## src/rtl/hazard_pkg.sv

```systemverilog
// Shared types and constants for the pipeline hazard controller.
package hazard_pkg;

  // Hazard FSM state encoding
  typedef enum logic [1:0] {
    RUN     = 2'b00,
    MEMWAIT = 2'b01,
    HALTED  = 2'b10
  } hz_state_e;

  // Default data-memory miss stall length (cycles), legal 1..15
  localparam int unsigned MEM_LAT_DEF = 4;

  // Register index width
  localparam int unsigned REG_IDX_W = 4;

  // Miss-wait timer width
  localparam int unsigned TMR_W = 4;

endpackage

```

## src/rtl/hazard_wait_timer.sv

```systemverilog
// Miss-wait down-counter: load, decrement to zero without wrapping,
// flag the final wait cycle.
module hazard_wait_timer
  import hazard_pkg::*;
(
  input  logic             clk,
  input  logic             rst_n,
  input  logic             i_load,
  input  logic [TMR_W-1:0] i_load_val,
  input  logic             i_dec,
  output logic             o_expire
);

  logic [TMR_W-1:0] r_count;

  // Load has priority; decrement stops at zero
  always_ff @(posedge clk or negedge rst_n) begin
    if (!rst_n) begin
      r_count <= '0;
    end else if (i_load) begin
      r_count <= i_load_val;
    end else if (i_dec && (r_count != '0)) begin
      r_count <= r_count - 1'b1;
    end
  end

  // The decrement in this cycle takes the count to zero, so this is the last wait cycle
  assign o_expire = (r_count <= TMR_W'(1));

endmodule

```

## src/rtl/hazard_ctrl.sv

```systemverilog
// Pipeline hazard controller: load-use stall, branch flush, data-miss
// freeze and halt handling.
// Build option: define HAZARD_STALL_CNT_EN to add the 16-bit stall_cnt output.
//
// state   | meaning
// --------+------------------------------------------------------------
// RUN     | normal flow; load-use, branch and miss detection active
// MEMWAIT | data miss outstanding; whole pipeline frozen
// HALTED  | HLT retired; fetch held, pipeline flushed until reset
module hazard_ctrl
  import hazard_pkg::*;
#(
  parameter int unsigned MEM_LAT = MEM_LAT_DEF
) (
  input  logic                 clk,
  input  logic                 rst,
  input  logic                 idex_memenable,
  input  logic                 idex_memwrite,
  input  logic [REG_IDX_W-1:0] idex_DstReg,
  input  logic [REG_IDX_W-1:0] ifid_SrcReg1,
  input  logic [REG_IDX_W-1:0] ifid_SrcReg2,
  input  logic                 ifid_uses_src2,
  input  logic                 branch_taken,
  input  logic                 mem_miss,
  input  logic                 halt_wb,
  output logic                 pc_freeze,
  output logic                 ifid_freeze,
  output logic                 ifid_flush,
  output logic                 idex_flush,
  output logic                 all_freeze,
`ifdef HAZARD_STALL_CNT_EN
  output logic [15:0]          stall_cnt,
`endif
  output logic                 halted
);

  hz_state_e r_state;
  hz_state_e w_state_nxt;
  logic      w_load_use;
  logic      w_tmr_load;
  logic      w_tmr_dec;
  logic      w_tmr_expire;

  assign w_load_use = idex_memenable && !idex_memwrite && (idex_DstReg != '0) &&
                      ((idex_DstReg == ifid_SrcReg1) ||
                       (ifid_uses_src2 && (idex_DstReg == ifid_SrcReg2)));

  assign w_tmr_load = (r_state == RUN) && mem_miss;
  assign w_tmr_dec  = (r_state == MEMWAIT);

  hazard_wait_timer u_wait_timer (
    .clk        (clk),
    .rst_n      (rst),
    .i_load     (w_tmr_load),
    .i_load_val (TMR_W'(MEM_LAT - 1)),
    .i_dec      (w_tmr_dec),
    .o_expire   (w_tmr_expire)
  );

  // Next-state selection; halt overrides everything
  always_comb begin
    w_state_nxt = r_state;
    case (r_state)
      RUN: begin
        // A one-cycle latency is fully covered by the detection cycle
        if (mem_miss) w_state_nxt = (MEM_LAT == 1) ? RUN : MEMWAIT;
      end
      MEMWAIT: begin
        if (w_tmr_expire) w_state_nxt = RUN;
      end
      HALTED:  w_state_nxt = HALTED;
      default: w_state_nxt = RUN;
    endcase
    if (halt_wb) w_state_nxt = HALTED;
  end

  // State register
  always_ff @(posedge clk or negedge rst) begin
    if (!rst) begin
      r_state <= RUN;
    end else begin
      r_state <= w_state_nxt;
    end
  end

  // Pipeline controls from state and current inputs: miss > branch > load-use
  always_comb begin
    pc_freeze   = 1'b0;
    ifid_freeze = 1'b0;
    ifid_flush  = 1'b0;
    idex_flush  = 1'b0;
    all_freeze  = 1'b0;
    halted      = 1'b0;
    case (r_state)
      RUN: begin
        if (mem_miss) begin
          all_freeze = 1'b1;
        end else if (branch_taken) begin
          ifid_flush = 1'b1;
          idex_flush = 1'b1;
        end else if (w_load_use) begin
          pc_freeze   = 1'b1;
          ifid_freeze = 1'b1;
          idex_flush  = 1'b1;
        end
      end
      MEMWAIT: all_freeze = 1'b1;
      HALTED: begin
        pc_freeze  = 1'b1;
        ifid_flush = 1'b1;
        idex_flush = 1'b1;
        halted     = 1'b1;
      end
      default: ;
    endcase
  end

`ifdef HAZARD_STALL_CNT_EN
  logic [15:0] r_stall_cnt;

  // Saturating count of cycles with the PC or the whole pipeline held
  always_ff @(posedge clk or negedge rst) begin
    if (!rst) begin
      r_stall_cnt <= '0;
    end else if ((pc_freeze || all_freeze) && (r_stall_cnt != 16'hFFFF)) begin
      r_stall_cnt <= r_stall_cnt + 16'd1;
    end
  end

  assign stall_cnt = r_stall_cnt;
`endif

endmodule

```

## config.mk

```make
export PLATFORM = sky130hd
export DESIGN_NAME = hazard_ctrl
export DESIGN_NICKNAME = d
export VERILOG_FILES = /design/src/rtl/hazard_pkg.sv /design/src/rtl/hazard_wait_timer.sv /design/src/rtl/hazard_ctrl.sv
export SDC_FILE = /design/constraint.sdc
export NUM_CORES = 1
export LEC_CHECK = 0
export ABC_AREA = 1
export CORE_UTILIZATION = 43
export CTS_CLUSTER_SIZE = 16
export DETAILED_ROUTE_END_ITERATION = 10
export PLACE_DENSITY = 0.92
export SLEW_MARGIN = 20
export SYNTH_ARGS = -nofsm -noshare
export SYNTH_HDL_FRONTEND = slang
export SYNTH_SLANG_ARGS = --single-unit
```

## constraint.sdc

```tcl
create_clock -name clk -period 1.7 [get_ports clk]
set_input_delay 0.255 -clock clk [delete_from_list [all_inputs] [get_ports clk]]
set_output_delay 0.255 -clock clk [all_outputs]
set_load 0.03 [all_outputs]
```

# Yosys cells after proc, flatten, opt, wreduce, memory -nomap -nowiden
# Index checks and enable logic that the tools add are counted.
# totals
regBits	6
in_bits	20
out_inout_bits	6
# classes
addsub	1
order_cmp	1
eq_ne	6
mux	20
reduce_logical	13
# ops
op	count
two-way mux 1 bit	10
== test 4 bit	2
two-way mux 4 bit	2
one-hot mux 1 bit (2 select lines)	4
nonzero test 4 bit	2
logical AND 1 bit	6
two-way mux 2 bit	3
!= test 3 bit (second input constant)	2
one-hot mux 2 bit (3 select lines)	1
less-or-equal comparator 4 x 1 -> 1 bit (second input constant)	1
subtractor 4 x 1 -> 4 bit (second input constant)	1
== test 2 x 1 -> 1 bit (second input constant)	1
== test 2 bit (second input constant)	1
zero test 2 bit	1
AND reduction 2 bit	1
nonzero test 2 bit	1
zero test 1 bit	1
logical OR 1 bit	1

# Longest topological paths before layout
# logic_depth
word_depth	8
ltp_mapped	9

# Cells and area by module
# A second synthesis with hierarchy kept.
# hier_totals
cells_unflattened	105
hier_area_um2	635.6
# modules_own_cells
module	instances	cells_per_inst	area_each_um2
hazard_ctrl	1	63	317.8
hazard_wait_timer	1	42	317.8

# Worst setup path before layout
# OpenSTA, ideal clock, no wires.
# synth_path
path_type	flip-flop to output port
start	register r_state[1]
end	output idex_flush
arrival_ps	1302
required_time_ps	1445
slack_ps	143
stages_incl_launch_ff	5
path_buffers	0
cell_sequence	dfrtp_1 > inv_2 > nor2_1 > a21oi_1 > nand2_1
# synth_between
elab_chain_len	2
# synth_rtl
item	line_no	rtl
start: declaration	hazard_ctrl.sv:37	hz_state_e r_state;
start signal: assignment	hazard_ctrl.sv:82	r_state <= w_state_nxt;
== test 2 bit or zero test 2 bit (tied branches)	hazard_ctrl.sv:94	case (r_state)
one-hot mux 1 bit (2 select lines) *	hazard_ctrl.sv:94	
end: declaration	hazard_ctrl.sv:29	output logic idex_flush,
# Mark *: on every way between the ends. The rest lies on a longest branch, timed or not.

# Worst setup path in the final report
# layout_path
start	input idex_DstReg[1]
end	output ifid_freeze
# layout_between
elab_chain_len	8
# layout_rtl
item	line_no	rtl
start: declaration	hazard_ctrl.sv:19	input logic [REG_IDX_W-1:0] idex_DstReg,
== test 4 bit	hazard_ctrl.sv:46	(ifid_uses_src2 && (idex_DstReg == ifid_SrcReg2)));
logical AND 1 bit	hazard_ctrl.sv:46	
logical OR 1 bit	hazard_ctrl.sv:45	((idex_DstReg == ifid_SrcReg1) ||
logical AND 1 bit *	hazard_ctrl.sv:44	assign w_load_use = idex_memenable && !idex_memwrite && (idex_DstReg != '0) &&
two-way mux 1 bit *	hazard_ctrl.sv:101	end else if (w_load_use) begin
two-way mux 1 bit *	hazard_ctrl.sv:98	end else if (branch_taken) begin
two-way mux 1 bit *	hazard_ctrl.sv:96	if (mem_miss) begin
two-way mux 1 bit *	hazard_ctrl.sv:94	
end: declaration	hazard_ctrl.sv:27	output logic ifid_freeze,
# Marked as above.

==> key figures <==
Die
  • Core ar.: 0.00119 mm²
  • Die ar.: 0.00153 mm²
  • Initial Utilization: 0.498
  • Placement row count: 12
  • IO Pins: 26
  • Die H: 39.1 µm
  • DIE WIDTH: 39.1 µm

Run
  • # Max-Cap Violations: 0

STA
  • Final setup violation count: 0
  • Fin. max-slew vios: 0
  • Fin crit share: 0.960
  • Max Freq: 613 MHz
  • Setup Skew: 13.8 ps
  • Final Hold Fails: 0
  • Post-route setup slack: 68.2 ps
  • Crit path time final: about 1600 ps
  • Worst-Margin Slew: 300 ps
  • Worst rel slew slack: 0.801

Critical path
  • Delay-heaviest family, CP: simple AND/OR/NAND/NOR gates
  • WS Path Type: input port to output pin
  • Cell Chain, Critical Path: dlygate4sd2_1, nor2_1, nor2_1, nor2_1, nand2_1, nand2_2, nand2_2, nor3_2, buf_4
  • FF-to-FF setup slack: 490 ps
  • Worst R2R Start: u_wait_timer.r_count[0]
  • CP most frequent cell: nor2_1
  • CP Buf/Inv Count: 2
  • Largest stage delay, worst path: 280 ps
  • Crit. End Element: output pin
  • CP arrival: roughly 1400 ps
  • R2R Path End: r_state[0]
  • Worst EP required: 1440 ps
  • Critical path's slowest cell: dlygate4sd2_1
  • Reg2Reg Depth: 5
  • Max Fanout on Critical Path: 5
  • Worst setup SP type: input port

Synth
  • Simple-Gate Fraction of Synth Area: 0.434
  • Largest family of logic cells by synthesized area: simple AND/OR/NAND/NOR gates
  • Post-synth EDFFs: 0
  • Synth cell types: 20
  • Multiplexer area fraction after synthesis: 0
  • Area share of the leading cell type in the synthesized netlist: 0.254
  • Top post-synthesis cells by area: dfrtp_1 25%, nand2_1 15%, inv_1 7.6%, nor2_1 7.0%, nand3_1 6.8%
  • Post-synthesis cell area: 591 µm²
  • Post-Synthesis Cells: between 90 and 100
  • Syn nets: around 120
  • Cell with the most instances after synthesis: nand2_1
  • Post-synth top cells: 23 x nand2_1, 12 x inv_1, 11 x nor2_1, 8 x nand3_1, 7 x inv_2
  • Seq/Total Area, Yosys: 0.254
  • Yosys reg bits: 6
  • XOR/XNOR share of the synthesized area: 0.0445
  • FFs w/ async S/R, synth: 1.00
  • Post-synthesis adder-cell area fraction: 0.0636
  • Synth Flop Type: dfrtp_1
  • Complex-gate fraction of the synthesized area: 0.0763
  • Mean Syn Cell Area: 6.42 µm²
  • Dominant cell type by area after synthesis: dfrtp_1
  • Synth warnings: 0

Cells and area
  • Final non-filler cell total: 138
  • Final Util: 0.765
  • Fillers: between 90 and 100
  • Area grow syn2layout: 53.6%
  • Final nets: between 100 and 150
  • Ant diodes: 0
  • Finished Cell Area: 907 µm²
  • Layout cells sized above 1: 0.242

Global route
  • Met3 Use GR: 0.0636
  • Remaining global-route overflow: 0
  • Vias in the first global route: 586
  • Met2 Usage GRT: 0.446
  • GR Util All Layers: 0.230
  • Initial antenna violation count: 0
  • Largest net degree at the start of global routing: 7
  • GRT busiest layer: met2
  • Met1 Use GR: 0.239
  • First-pass GRT wire length: roughly 2.3 mm

Placement
  • Placed Cells: about 140
  • Port Buffer Count: 25
  • Final HPWL DP: 1.25 mm
  • Placed Area: 876 µm²
  • GP Congestion: 0.747
  • Pre-CTS setup slack: -102 ps

Clock network
  • TritonCTS Sinks: 6
  • CTS HTree Levels: 1
  • Clock Latency Late Sink: about 250 ps
  • CTS tree: built
  • CTS Hold Bufs: 0
  • Clk buf depth: 2
  • Root buffer cell: clkbuf_4
  • Clk slew on worst S/H paths: 50 ps
  • CTS buffer count: 3

Pwr
  • Peak VDD IR: 0.550 mV
  • Total power: 0.367 mW
  • Power per cell area: about 400 mW/mm²
  • LEAKAGE: 0.524 nW

Route
  • Drt via density: 4.99
  • Remaining antenna violation count: 0
  • Drt wl/cell: 11.3 µm
  • Iter 0 DRT Violations: 11
  • DRT Pass-1 Iters: 4
  • # DRC: 0
  • DR vias: 688
  • WL final: 1.57 mm

Status
  • Status: complete, no violations

Min path
  • Hold/Removal Path Class: input port to async pin
registers in the layout, indices dropped and copies added (netlist names):
| name | cells |
|---|---|
| u_wait_timer.r_count | 4 |
| r_state | 2 |
metrics by stage:
step           setup TNS (ps)  hold WS [ps]
2_1_floorplan               0         -40.6
3_3_place_gp             -179           491
3_5_place_dp             -242           514
4_1_cts                 -7.60           248
5_1_grt                 -38.8           257
6_report                    0           247
report_power, final:
| group | total [mW] | switching, mW | internal (mW) | leakage (nW) |
|---|---|---|---|---|
| clock network | 0.133 | 0.0529 | 0.0800 | 0.0138 |
| registers | 0.143 | 0 | 0.143 | 0.0682 |
| logic | 0.0905 | 0.0429 | 0.0476 | 0.442 |
| total | 0.367 | 0.0957 | 0.271 | 0.524 |
kinds of logic after synthesis:
kind of cell / Yosys count
fa+ha+maj: 3
compound gates: 8
buf+inv: 20
xor+xnor: 3
simple gates: 52
flops: 6
repair_timing:
item	in CTS	in global routing
pin swaps	4	6
cloned	0	0
buffers inserted	0	0
gates resized for setup	10	13
setup endpoints to repair	4	3
metal layers:
metal  routed length (µm)  vias up
met5                    0        -
met4                   18        0
met3                   83        2
met2                  853       20
met1                  610      316
li1                     -      350
worst max-delay path by stage:
stage,start,end,cells after the start
after detailed placement,idex_DstReg[0],ifid_freeze,10
after global routing,idex_DstReg[1],ifid_freeze,9
after floorplan,r_state[1],idex_flush,4
after CTS,ifid_SrcReg2[3],ifid_freeze,10
after global placement,idex_DstReg[2],ifid_freeze,10
final,idex_DstReg[1],ifid_freeze,9
cell usage in the layout, fill, tap and decap left out, types with 5 or more instances in the layout:
cell             Yosys  final
nor2_1              11     11
dfrtp_1              6      6
inv_1               12     11
buf_4                0      8
nand2_1             23     23
inv_2                7      8
clkdlybuf4s50_1      0      6
dlygate4sd2_1        0      6
dlymetal6s2s_1       0      5
nand3_1              8      8
area by class of cell:
class	instances	area, µm²	area share
inverters	20	75.1	0.0828
clock buffers	3	22.5	0.0248
flip-flops and latches	6	150	0.166
well taps	14	17.5	0.0193
repair buffers	29	272	0.299
multi-input cells	66	370	0.408
Power figures use the tool's default switching activity.
